<file path="src/rtl/rd_req_arbiter_pkg.sv">
// rtl/rd_req_arbiter_pkg.sv - shared FSM encoding and sizing helper for the read-request path
//
// Purpose : types and helpers shared by rd_req_arbiter and the read_info path.
// Contents: rd_state_e - arbiter FSM state encoding (IDLE / SPLIT)
//           clog2()    - ceiling log2, usable in constant expressions
package rd_req_arbiter_pkg;

  typedef enum logic [0:0] {
    ST_IDLE  = 1'b0,
    ST_SPLIT = 1'b1
  } rd_state_e;

  // Ceiling log2; clog2(1) = 0, clog2(4) = 2, clog2(5) = 3.
  function automatic int clog2(input int value);
    int r;
    r = 0;
    for (int i = 0; i < 31; i++) begin
      if ((1 << i) < value) r = i + 1;
    end
    return r;
  endfunction

endpackage

</file>
<file path="src/rtl/rd_req_arbiter_rr.sv">
// rtl/rd_req_arbiter_rr.sv - round-robin one-hot grant over the PU request vector
//
// Purpose : purely combinational round-robin pick. The first asserted request
//           found searching from last_grant+1 (wrapping modulo NUM_PU) wins.
// Ports   : req        in  NUM_PU  request vector
//           last_grant in  ID_W    index of the most recently served PU
//           grant      out NUM_PU  one-hot grant, all-zero when req is empty
//           grant_id   out ID_W    index of the granted PU (0 when none)
module rr_arbiter #(
  parameter int NUM_PU = 4,
  parameter int ID_W   = 3
) (
  input  logic [NUM_PU-1:0] req,
  input  logic [ID_W-1:0]   last_grant,
  output logic [NUM_PU-1:0] grant,
  output logic [ID_W-1:0]   grant_id
);

  // Each requester gets a distance from last_grant+1; the smallest wins.
  // last_grant never exceeds NUM_PU-1, so one wrap correction suffices.
  always_comb begin
    int d;
    int best_d;
    d        = 0;
    best_d   = NUM_PU;
    grant    = '0;
    grant_id = '0;
    for (int i = 0; i < NUM_PU; i++) begin
      d = i - int'(last_grant) - 1;
      if (d < 0) d = d + NUM_PU;
      if (req[i] && (d < best_d)) begin
        best_d   = d;
        grant    = '0;
        grant[i] = 1'b1;
        grant_id = ID_W'(i);
      end
    end
  end

endmodule

</file>
<file path="src/rtl/rd_req_arbiter.sv">
// rtl/rd_req_arbiter.sv - arbitrates PU read requests and splits them into bounded chunks
//
// Purpose : accepts one PU request at a time (round-robin), then issues it as a
//           burst of rd_req strobes of at most MAX_CHUNK each, throttled by the
//           downstream read_info FIFO and by the in-flight read limit.
// Ports   : clk, reset_n       clock, async active-low reset
//           pu_req_valid/ready per-PU request handshake (ready one-hot, comb)
//           pu_req_size/d_type per-PU request fields, PU i at slice i
//           read_info_full     blocks issue while high
//           rd_req             single-cycle issue strobe
//           rd_req_size/pu_id/d_type  issued chunk fields, held when idle
//           rd_done            one pulse per completed read
//           busy, outstanding  activity flag and in-flight read count
module rd_req_arbiter
  import rd_req_arbiter_pkg::*;
#(
  parameter int  NUM_PU          = 4,
  parameter int  D_TYPE_W        = 2,
  parameter int  RD_SIZE_W       = 20,
  parameter int  MAX_CHUNK       = 256,
  parameter int  MAX_OUTSTANDING = 8,
  localparam int PU_ID_W         = clog2(NUM_PU) + 1,
  localparam int OUT_W           = clog2(MAX_OUTSTANDING) + 1
) (
  input  logic                         clk,
  input  logic                         reset_n,
  input  logic [NUM_PU-1:0]            pu_req_valid,
  output logic [NUM_PU-1:0]            pu_req_ready,
  input  logic [NUM_PU*RD_SIZE_W-1:0]  pu_req_size,
  input  logic [NUM_PU*D_TYPE_W-1:0]   pu_req_d_type,
  input  logic                         read_info_full,
  output logic                         rd_req,
  output logic [RD_SIZE_W-1:0]         rd_req_size,
  output logic [PU_ID_W-1:0]           rd_req_pu_id,
  output logic [D_TYPE_W-1:0]          rd_req_d_type,
  input  logic                         rd_done,
  output logic                         busy,
  output logic [OUT_W-1:0]             outstanding
);

  localparam logic [RD_SIZE_W-1:0] CHUNK_MAX = RD_SIZE_W'(MAX_CHUNK);
  localparam logic [OUT_W-1:0]     OUT_MAX   = OUT_W'(MAX_OUTSTANDING);

  rd_state_e              state;
  rd_state_e              state_nxt;
  logic [PU_ID_W-1:0]     last_grant;
  logic [PU_ID_W-1:0]     cur_id;
  logic [D_TYPE_W-1:0]    cur_type;
  logic [RD_SIZE_W-1:0]   remaining;
  logic [RD_SIZE_W-1:0]   chunk;
  logic [RD_SIZE_W-1:0]   hold_size;
  logic [PU_ID_W-1:0]     hold_id;
  logic [D_TYPE_W-1:0]    hold_type;
  logic [NUM_PU-1:0]      grant;
  logic [PU_ID_W-1:0]     grant_id;
  logic [RD_SIZE_W-1:0]   sel_size;
  logic [D_TYPE_W-1:0]    sel_type;
  logic                   handshake;
  logic                   last_chunk;
  logic                   done_eff;

  rr_arbiter #(
    .NUM_PU (NUM_PU),
    .ID_W   (PU_ID_W)
  ) u_rr (
    .req        (pu_req_valid),
    .last_grant (last_grant),
    .grant      (grant),
    .grant_id   (grant_id)
  );

  // Fields of whichever PU the arbiter picked.
  always_comb begin
    sel_size = '0;
    sel_type = '0;
    for (int i = 0; i < NUM_PU; i++) begin
      if (grant[i]) begin
        sel_size = pu_req_size[i*RD_SIZE_W +: RD_SIZE_W];
        sel_type = pu_req_d_type[i*D_TYPE_W +: D_TYPE_W];
      end
    end
  end

  assign chunk      = (remaining > CHUNK_MAX) ? CHUNK_MAX : remaining;
  assign last_chunk = (chunk == remaining);
  assign handshake  = |(pu_req_valid & pu_req_ready);
  // A completion with nothing in flight is spurious and dropped.
  assign done_eff   = rd_done && (outstanding != '0);

  // FSM state register
  always_ff @(posedge clk or negedge reset_n) begin
    if (!reset_n) state <= ST_IDLE;
    else          state <= state_nxt;
  end

  // FSM next state; a zero-size request is consumed without leaving IDLE.
  always_comb begin
    state_nxt = state;
    case (state)
      ST_IDLE:  if (handshake && (sel_size != '0)) state_nxt = ST_SPLIT;
      ST_SPLIT: if (rd_req && last_chunk)          state_nxt = ST_IDLE;
      default:  state_nxt = ST_IDLE;
    endcase
  end

  // FSM outputs. Ready is masked by reset_n so it drops the instant reset
  // asserts, even though the arbiter inputs may still show valid requests.
  always_comb begin
    pu_req_ready = '0;
    rd_req       = 1'b0;
    case (state)
      ST_IDLE:  if (reset_n) pu_req_ready = grant;
      ST_SPLIT: rd_req = !read_info_full && (outstanding < OUT_MAX);
      default:  ;
    endcase
  end

  // Issued fields are live during a strobe and frozen at the last issue otherwise.
  assign rd_req_size   = rd_req ? chunk    : hold_size;
  assign rd_req_pu_id  = rd_req ? cur_id   : hold_id;
  assign rd_req_d_type = rd_req ? cur_type : hold_type;
  assign busy          = (state != ST_IDLE) || (outstanding != '0);

  // Request datapath. handshake (IDLE) and rd_req (SPLIT) never coincide.
  always_ff @(posedge clk or negedge reset_n) begin
    if (!reset_n) begin
      last_grant <= PU_ID_W'(NUM_PU - 1);
      cur_id     <= '0;
      cur_type   <= '0;
      remaining  <= '0;
      hold_size  <= '0;
      hold_id    <= '0;
      hold_type  <= '0;
    end else begin
      if (handshake) begin
        remaining <= sel_size;
        cur_type  <= sel_type;
        cur_id    <= grant_id;
        if (sel_size == '0) last_grant <= grant_id;
      end
      if (rd_req) begin
        remaining <= remaining - chunk;
        hold_size <= chunk;
        hold_id   <= cur_id;
        hold_type <= cur_type;
        if (last_chunk) last_grant <= cur_id;
      end
    end
  end

  // In-flight count; simultaneous issue and completion cancel out.
  always_ff @(posedge clk or negedge reset_n) begin
    if (!reset_n) begin
      outstanding <= '0;
    end else if (rd_req && !done_eff) begin
      outstanding <= outstanding + OUT_W'(1);
    end else if (!rd_req && done_eff) begin
      outstanding <= outstanding - OUT_W'(1);
    end
  end

endmodule

</file>
<file path="config.mk">
export PLATFORM = sky130hd
export DESIGN_NAME = rd_req_arbiter
export DESIGN_NICKNAME = d
export VERILOG_FILES = /design/src/rtl/rd_req_arbiter_pkg.sv /design/src/rtl/rd_req_arbiter_rr.sv /design/src/rtl/rd_req_arbiter.sv
export SDC_FILE = /design/constraint.sdc
export NUM_CORES = 1
export LEC_CHECK = 0
export CELL_PAD_IN_SITES_DETAIL_PLACEMENT = 1
export CELL_PAD_IN_SITES_GLOBAL_PLACEMENT = 2
export CORE_MARGIN = 5
export CORE_UTILIZATION = 32
export CTS_BUF_LIST = sky130_fd_sc_hd__clkbuf_2
export DETAILED_ROUTE_END_ITERATION = 7
export PLACE_DENSITY = 0.87
export SYNTH_ARGS = -nofsm -noshare
export SYNTH_HDL_FRONTEND = slang
export SYNTH_SLANG_ARGS = --single-unit
</file>
<file path="constraint.sdc">
create_clock -name clk -period 14.07 [get_ports clk]
set_input_delay 2.1105 -clock clk [delete_from_list [all_inputs] [get_ports clk]]
set_output_delay 2.1105 -clock clk [all_outputs]
set_load 0.1 [all_outputs]
</file>
* Word-level counts from Yosys, hierarchy flattened
Cells that the tools add are included.
** Cells by class
- $add $sub $neg :: 15
- Magnitude comparators :: 10
- Eq/ne operators :: 1
- Mux-type cells :: 40
- Bitwise gates (word level) :: 2
- Reductions and logical operators :: 20
** Operators with widths (count)
- $mux 32 :: 7
- $mux 20 :: 8
- $add 32x4->32 const B :: 4
- $lt 32x1->1 const B :: 4
- $sub 32x2->32 const B :: 4
- $lt 32x32->1 :: 3
- $lt 32x4->1 const B :: 1
- $eq 20x20->1 :: 1
- $gt 20x9->1 const B :: 1
- $logic_not 20->1 :: 1
- $mux 4 :: 5
- $reduce_bool 20->1 :: 1
- $sub 20x20->20 :: 1
- $mux 3 :: 6
- $mux 2 :: 8
- $logic_and 1x1->1 :: 10
- $sub 1x3->4 const A :: 2
- $sub 2x3->4 const A :: 2
- $mux 1 :: 5
- $add 4x1->4 const B :: 1
- $and 4x4->4 :: 1
- $lt 4x4->1 const B :: 1
- $reduce_bool 2->1 :: 2
- $reduce_bool 4->1 :: 1
- other kinds (6) :: 8
** Word-level totals
- Register bits after elaboration :: 58
- Input bits :: 96
- Output and inout bits :: 35
- Word-level logic and storage cells :: 97

* Logic depth before layout (Yosys ltp)
- Depth in word-level cells :: 25
- Gate-level depth with buffers :: 61
- Depth with buffers taken out :: 51

* Hierarchy
From an unflattened synthesis, not the netlist that was laid out.
** Unflattened totals
- Cell total of the unflattened synthesis :: 537
- Area, all modules :: 4501.8 um^2
** Modules (own cells, without submodules)
- rd_req_arbiter :: times used 1, cells an instance 373, area each 3263.1 um^2, seq. area each 1453.9 um^2
- rr_arbiter :: times used 1, cells an instance 164, area each 1238.7 um^2, seq. area each 0.0 um^2

* Worst setup path before layout
Ideal clock, no wire load.
- Path kind :: flip-flop to output port
- Start :: register last_grant[0]
- End :: output port pu_req_ready[0]
- Arrival :: 12.882 ns
- Required time :: 11.959 ns
- Setup slack :: -0.923 ns
- Stages on the path, launching flop included :: 59
- Path buffers :: 11
- Cells stage by stage :: dfstp_2 buf_2 inv_1 ha_1 nor2_1 nand3_1 ha_1 nand4b_4 nand2b_1 clkbuf_1 nand2b_1 ha_1 nor4_1 nand3_1 a21oi_1 nand4b_1 nand2_1 clkbuf_1 (+23 left out) o21a_1 buf_2 clkbuf_1 clkbuf_1 nand2_1 o21ai_0 ha_1 a21o_1 a21o_1 a2111oi_0 o21bai_1 a31oi_1 o221ai_1 a221oi_2 a21oi_4 buf_2 buf_4 nor3_1
** On the way
- Cells in the longest elaborated chain, start to end :: 18
- Elaborated cells between the ends (all ways) :: 37
- Those cells by class :: add/sub (12); order compare (8); mux (13); reduce/logical (4)
** Ends and longest elaborated chain
- start, declared :: RTL line rd_req_arbiter.sv:46 : logic [PU_ID_W-1:0] last_grant;
- start signal, assigned :: RTL line rd_req_arbiter.sv:127 : last_grant <= PU_ID_W'(NUM_PU - 1);
- start signal, assigned :: RTL line rd_req_arbiter.sv:139 : if (sel_size == '0) last_grant <= grant_id;
- start signal, assigned :: RTL line rd_req_arbiter.sv:146 : if (last_chunk) last_grant <= cur_id;
- $sub 1x3->4 :: RTL line rd_req_arbiter_rr.sv:29 : d = i - int'(last_grant) - 1;
- $sub 32x2->32 :: RTL line rd_req_arbiter_rr.sv:29
- $add 32x4->32 / $lt 32x1->1 (equally long branches) :: RTL line rd_req_arbiter_rr.sv:30 : if (d < 0) d = d + NUM_PU;
- $mux 32 :: RTL line rd_req_arbiter_rr.sv:30
- $lt 32x4->1 :: RTL line rd_req_arbiter_rr.sv:31 : if (req[i] && (d < best_d)) begin
- $logic_and 1x1->1 :: RTL line rd_req_arbiter_rr.sv:31
- $mux 32 :: RTL line rd_req_arbiter_rr.sv:31
- $lt 32x32->1 :: RTL line rd_req_arbiter_rr.sv:31
- (+2 left out)
- $lt 32x32->1 :: RTL line rd_req_arbiter_rr.sv:31
- $logic_and 1x1->1 :: RTL line rd_req_arbiter_rr.sv:31
- $mux 32 :: RTL line rd_req_arbiter_rr.sv:31
- $lt 32x32->1 :: RTL line rd_req_arbiter_rr.sv:31
- $logic_and 1x1->1 :: RTL line rd_req_arbiter_rr.sv:31
- $mux 4 (*) :: RTL line rd_req_arbiter_rr.sv:31
- $mux 4 (*) :: RTL line rd_req_arbiter.sv:112 : ST_IDLE: if (reset_n) pu_req_ready = grant;
- $mux 4 (*) :: RTL line rd_req_arbiter.sv:111 : case (state)
- end, declared :: RTL line rd_req_arbiter.sv:28 : output logic [NUM_PU-1:0] pu_req_ready,
Mark *: on every way between the ends. The rest lies on a longest branch, timed or not.

* Worst setup path in the final report
- Start :: register last_grant[2]
- End :: output port pu_req_ready[3]
** On the way
- Cells in the longest elaborated chain, start to end :: 18
- Elaborated cells between the ends (all ways) :: 34
- Those cells by class :: add/sub (12); order compare (8); mux (10); reduce/logical (4)
** Ends and longest elaborated chain (RTL line)
- $sub 1x3->4 :: rd_req_arbiter_rr.sv:29
- $sub 32x2->32 :: rd_req_arbiter_rr.sv:29
- $add 32x4->32 / $lt 32x1->1 (equally long branches) :: rd_req_arbiter_rr.sv:30
- $mux 32 :: rd_req_arbiter_rr.sv:30
- $lt 32x4->1 :: rd_req_arbiter_rr.sv:31
- $logic_and 1x1->1 :: rd_req_arbiter_rr.sv:31
- $mux 32 :: rd_req_arbiter_rr.sv:31
- $lt 32x32->1 :: rd_req_arbiter_rr.sv:31
- (+2 left out)
- $lt 32x32->1 :: rd_req_arbiter_rr.sv:31
- $logic_and 1x1->1 :: rd_req_arbiter_rr.sv:31
- $mux 32 :: rd_req_arbiter_rr.sv:31
- $lt 32x32->1 (*) :: rd_req_arbiter_rr.sv:31
- $logic_and 1x1->1 (*) :: rd_req_arbiter_rr.sv:31
- $mux 4 (*) :: rd_req_arbiter_rr.sv:31
- $mux 4 (*) :: rd_req_arbiter.sv:112
- $mux 4 (*) :: rd_req_arbiter.sv:111
Marked as above.

==> results_dict.tcl <==
set metrics [dict create \
    status "complete, no violations" \
    tns_ps 0 \
    placed_area_um2 9860 \
    post_synth_inst_count 1101 \
    drt-wirelength-per-cell_um 20.6 \
    detailroute.via_count 8768 \
    yosys_warnings 0 \
    syn-mean-instance-area_um2 7.46 \
    place_worst_setup_slack_ps 236 \
    rr_startpoint "last_grant[2]" \
    min_path_type "reg -> reg" \
    clk_transition_reported_paths_ps 190 \
    gr-total-overflow 0 \
    number_of_antenna_violations_at_the_first_check_in_global_routing 0 \
    wirelength_mm 31.7 \
    timing.final.crit_share 0.948 \
    reg2reg_slack_ps 2430 \
    grt_first_pass_wirelength_mm 49.2 \
    cts_max_path_buffers 2 \
    final_antenna_net_count 0 \
    drc 0 \
    clk-insertion-delay-late_ps 510 \
    core_area_um2 25300 \
    synth_seq_area_share 0.174 \
    r2r-end "last_grant[0]" \
    fmax_mhz 75.0 \
    worst_hold_path.num_cells 2 \
    layout.filler_cells 3151 \
    ys_types 66 \
    worst_hold_path.endpoint "hold_type[0]" \
    layout.cells.most_common "sky130_fd_sc_hd__nand2_1" \
    number_of_pins_exceeding_their_max_slew_limit_in_the_final_report 0 \
    cts_sinks 57 \
    cp_data_arrival_time_ps 11230 \
    syn_nets 1348 \
    post-route-worst-setup-slack_ps 734 \
    critical_path_class "reg -> out" \
    area_delta_synth_final_pct 23.1 \
    tritoncts "built" \
    cap_violations 0 \
    most_used_cells_in_the_layout_excluding_fill_and_tap_cells "sky130_fd_sc_hd__nand2_1, sky130_fd_sc_hd__ha_1, sky130_fd_sc_hd__clkdlybuf4s50_1, sky130_fd_sc_hd__a21oi_1, sky130_fd_sc_hd__o21ai_0" \
    yosys_register_bits 57 \
    count_of_final_hold_check_violations 0 \
    drt_iter0_drc 582 \
    cts_hold_buffers 0 \
    clock_skew_ps 27.0 \
    worst_r2r_path_depth 51 \
    grt_util_all_layers 0.210 \
    core.rowCount 58 \
    critical-path-max-stage-delay_ps 520 \
    finalNetCount 1449 \
    finalCriticalPeriod_ps 13340 \
    final-setup-viol-count 0 \
    clock_tree.root_cell "sky130_fd_sc_hd__clkbuf_2" \
    slowest_stage "sky130_fd_sc_hd__a41oi_1" \
    count_of_buffers_inserted_at_the_top_level_ports 130 \
    max-slew-margin-rel 0.309 \
    place_hpwl_mm 25.9 \
    setup_repair_after_global_routing_missed_its_margin "false" \
    clock_tree.htree_level_count 3 \
    grt_max_degree 59 \
    die_area_um2 29000 \
    final_standard_cell_area_without_fillers_um2 10100 \
    hp-start "hold_type[0]" \
    die_w_um 170 \
    syn-cell-area_um2 8210 \
    vias_in_the_first_global_route 8858 \
    ios 131 \
    globalplace.congestion 0.934 \
    synth-edff-count 0 \
    timing.critical_path.from_type "flop" \
    timing.critical_path.to_type "output port" \
    worstPathMaxFanout 25 \
    floorplan.initialDensity 0.325 \
    antennaDiodeCount 0 \
    detail_route.first_pass.iterations 5 \
    dominantRegCellSynth "sky130_fd_sc_hd__dfrtp_1" \
    die-height_um 170 \
    worst_pin_slew_ps 1030 \
    timing.critical_path.required_ps 11960 \
    cts-buffers-inserted 9 \
    routed_via_density 5.70 \
    async_flop_share 1.00 \
    post_route_cells_drive_above_1_share 0.0721 \
]
==> what timing repair did <==
action / in CTS / in global routing
gates cloned: 0 / 2
setup endpoints to repair: 4 / 4
gates resized for setup: 10 / 23
pin swaps: 0 / 5
buffers inserted: 0 / 5
==> state kept, by name, summed over array words and instances, names as in the netlist, 2 cells and up <==
signal and cells:
hold_id 3, hold_type 2, outstanding 4, hold_size 20, remaining 20, cur_id 2
cur_type 2, last_grant 3
==> cells in the mapped netlist (5+ instances only) <==
library cell	number	area, um^2
sky130_fd_sc_hd__a211oi_1	6	45.0
sky130_fd_sc_hd__a21o_1	20	150
sky130_fd_sc_hd__a21oi_1	86	430
sky130_fd_sc_hd__a311oi_1	21	184
sky130_fd_sc_hd__a31oi_1	30	188
sky130_fd_sc_hd__and2_1	28	175
sky130_fd_sc_hd__and3_1	7	43.8
sky130_fd_sc_hd__buf_2	12	60.1
sky130_fd_sc_hd__clkbuf_1	47	176
sky130_fd_sc_hd__dfrtp_1	55	1380
sky130_fd_sc_hd__ha_1	149	1860
sky130_fd_sc_hd__inv_1	29	109
sky130_fd_sc_hd__mux2_2	5	56.3
sky130_fd_sc_hd__mux2i_1	7	70.1
sky130_fd_sc_hd__nand2_1	158	593
sky130_fd_sc_hd__nand2b_1	26	163
sky130_fd_sc_hd__nand3_1	53	265
sky130_fd_sc_hd__nand3b_1	6	45.0
sky130_fd_sc_hd__nand4_1	19	119
sky130_fd_sc_hd__nor2_1	74	278
sky130_fd_sc_hd__nor2b_1	10	62.6
sky130_fd_sc_hd__nor3_1	17	85.1
sky130_fd_sc_hd__nor4_1	23	144
sky130_fd_sc_hd__o211ai_1	6	45.0
sky130_fd_sc_hd__o21a_1	16	120
sky130_fd_sc_hd__o21ai_0	83	415
sky130_fd_sc_hd__o21ai_1	8	40.0
sky130_fd_sc_hd__or3_1	7	43.8
sky130_fd_sc_hd__or4_1	14	105
sky130_fd_sc_hd__xnor2_1	13	114
sky130_fd_sc_hd__xor2_1	8	70.1
==> through the flow <==
step	hold WS, ps	util	instances
global placement	458	0.390	1514
floorplan	455	-	1101
detailed placement	466	0.390	1514
global route	525	0.400	1537
finish	496	0.400	1537
CTS	493	0.395	1530
==> cells by family (layout without fill, tap and decap cells) <==
group | count (synthesis) | in the layout | share of synthesized area
AOI/OAI and AO/OA | 309 | 310 | 0.234
xor gates and xnor gates | 21 | 21 | 0.0224
adders and majority gates | 151 | 151 | 0.232
buffers and inverters | 93 | 197 | 0.0462
DFF | 57 | 57 | 0.174
muxes | 13 | 13 | 0.0171
other | 1 | 1 | 0.000457
and+or+nand+nor | 456 | 457 | 0.274
==> layer usage <==
| metal | up-vias | GRT usage | wire, um |
|---|---|---|---|
| met1 | 4260 | 0.288 | 14500 |
| li1 | 4242 | - | - |
| met4 | 0 | 0.0469 | 679 |
| met5 | - | 0 | 0 |
| met3 | 45 | 0.0290 | 1640 |
| met2 | 221 | 0.350 | 14900 |
==> worst max-delay path: cells and delay by family (launching register included) <==
family	cells	cell delay [ps]
flops	1	510
fa+ha+maj	6	1880
mux	1	290
buf+inv	6	1160
compound gates	22	4730
simple gates	14	2110
==> worst max-delay path by stage <==
stage                     slack [ps]              end     startpoint
after floorplan                  -70  pu_req_ready[0]  last_grant[0]
after global placement           700  pu_req_ready[3]  last_grant[0]
after detailed placement         240  pu_req_ready[3]  last_grant[0]
after CTS                         10  pu_req_ready[1]  last_grant[0]
after global routing              10  pu_req_ready[3]  last_grant[1]
final                            730  pu_req_ready[3]  last_grant[2]
==> layout make-up <==
type | instances | area [um^2] | share of cell area
multi-input cells | 953 | 6560 | 0.648
repair buffers | 152 | 1520 | 0.150
flip-flops and latches | 57 | 1430 | 0.141
well taps | 330 | 413 | 0.0408
inverters | 29 | 109 | 0.0108
clock buffers | 10 | 50.0 | 0.00495
clock inverters | 6 | 35.0 | 0.00346
Power is not shown: default switching activity piles up to over one toggle a cycle in this logic, so the estimate is an artifact.
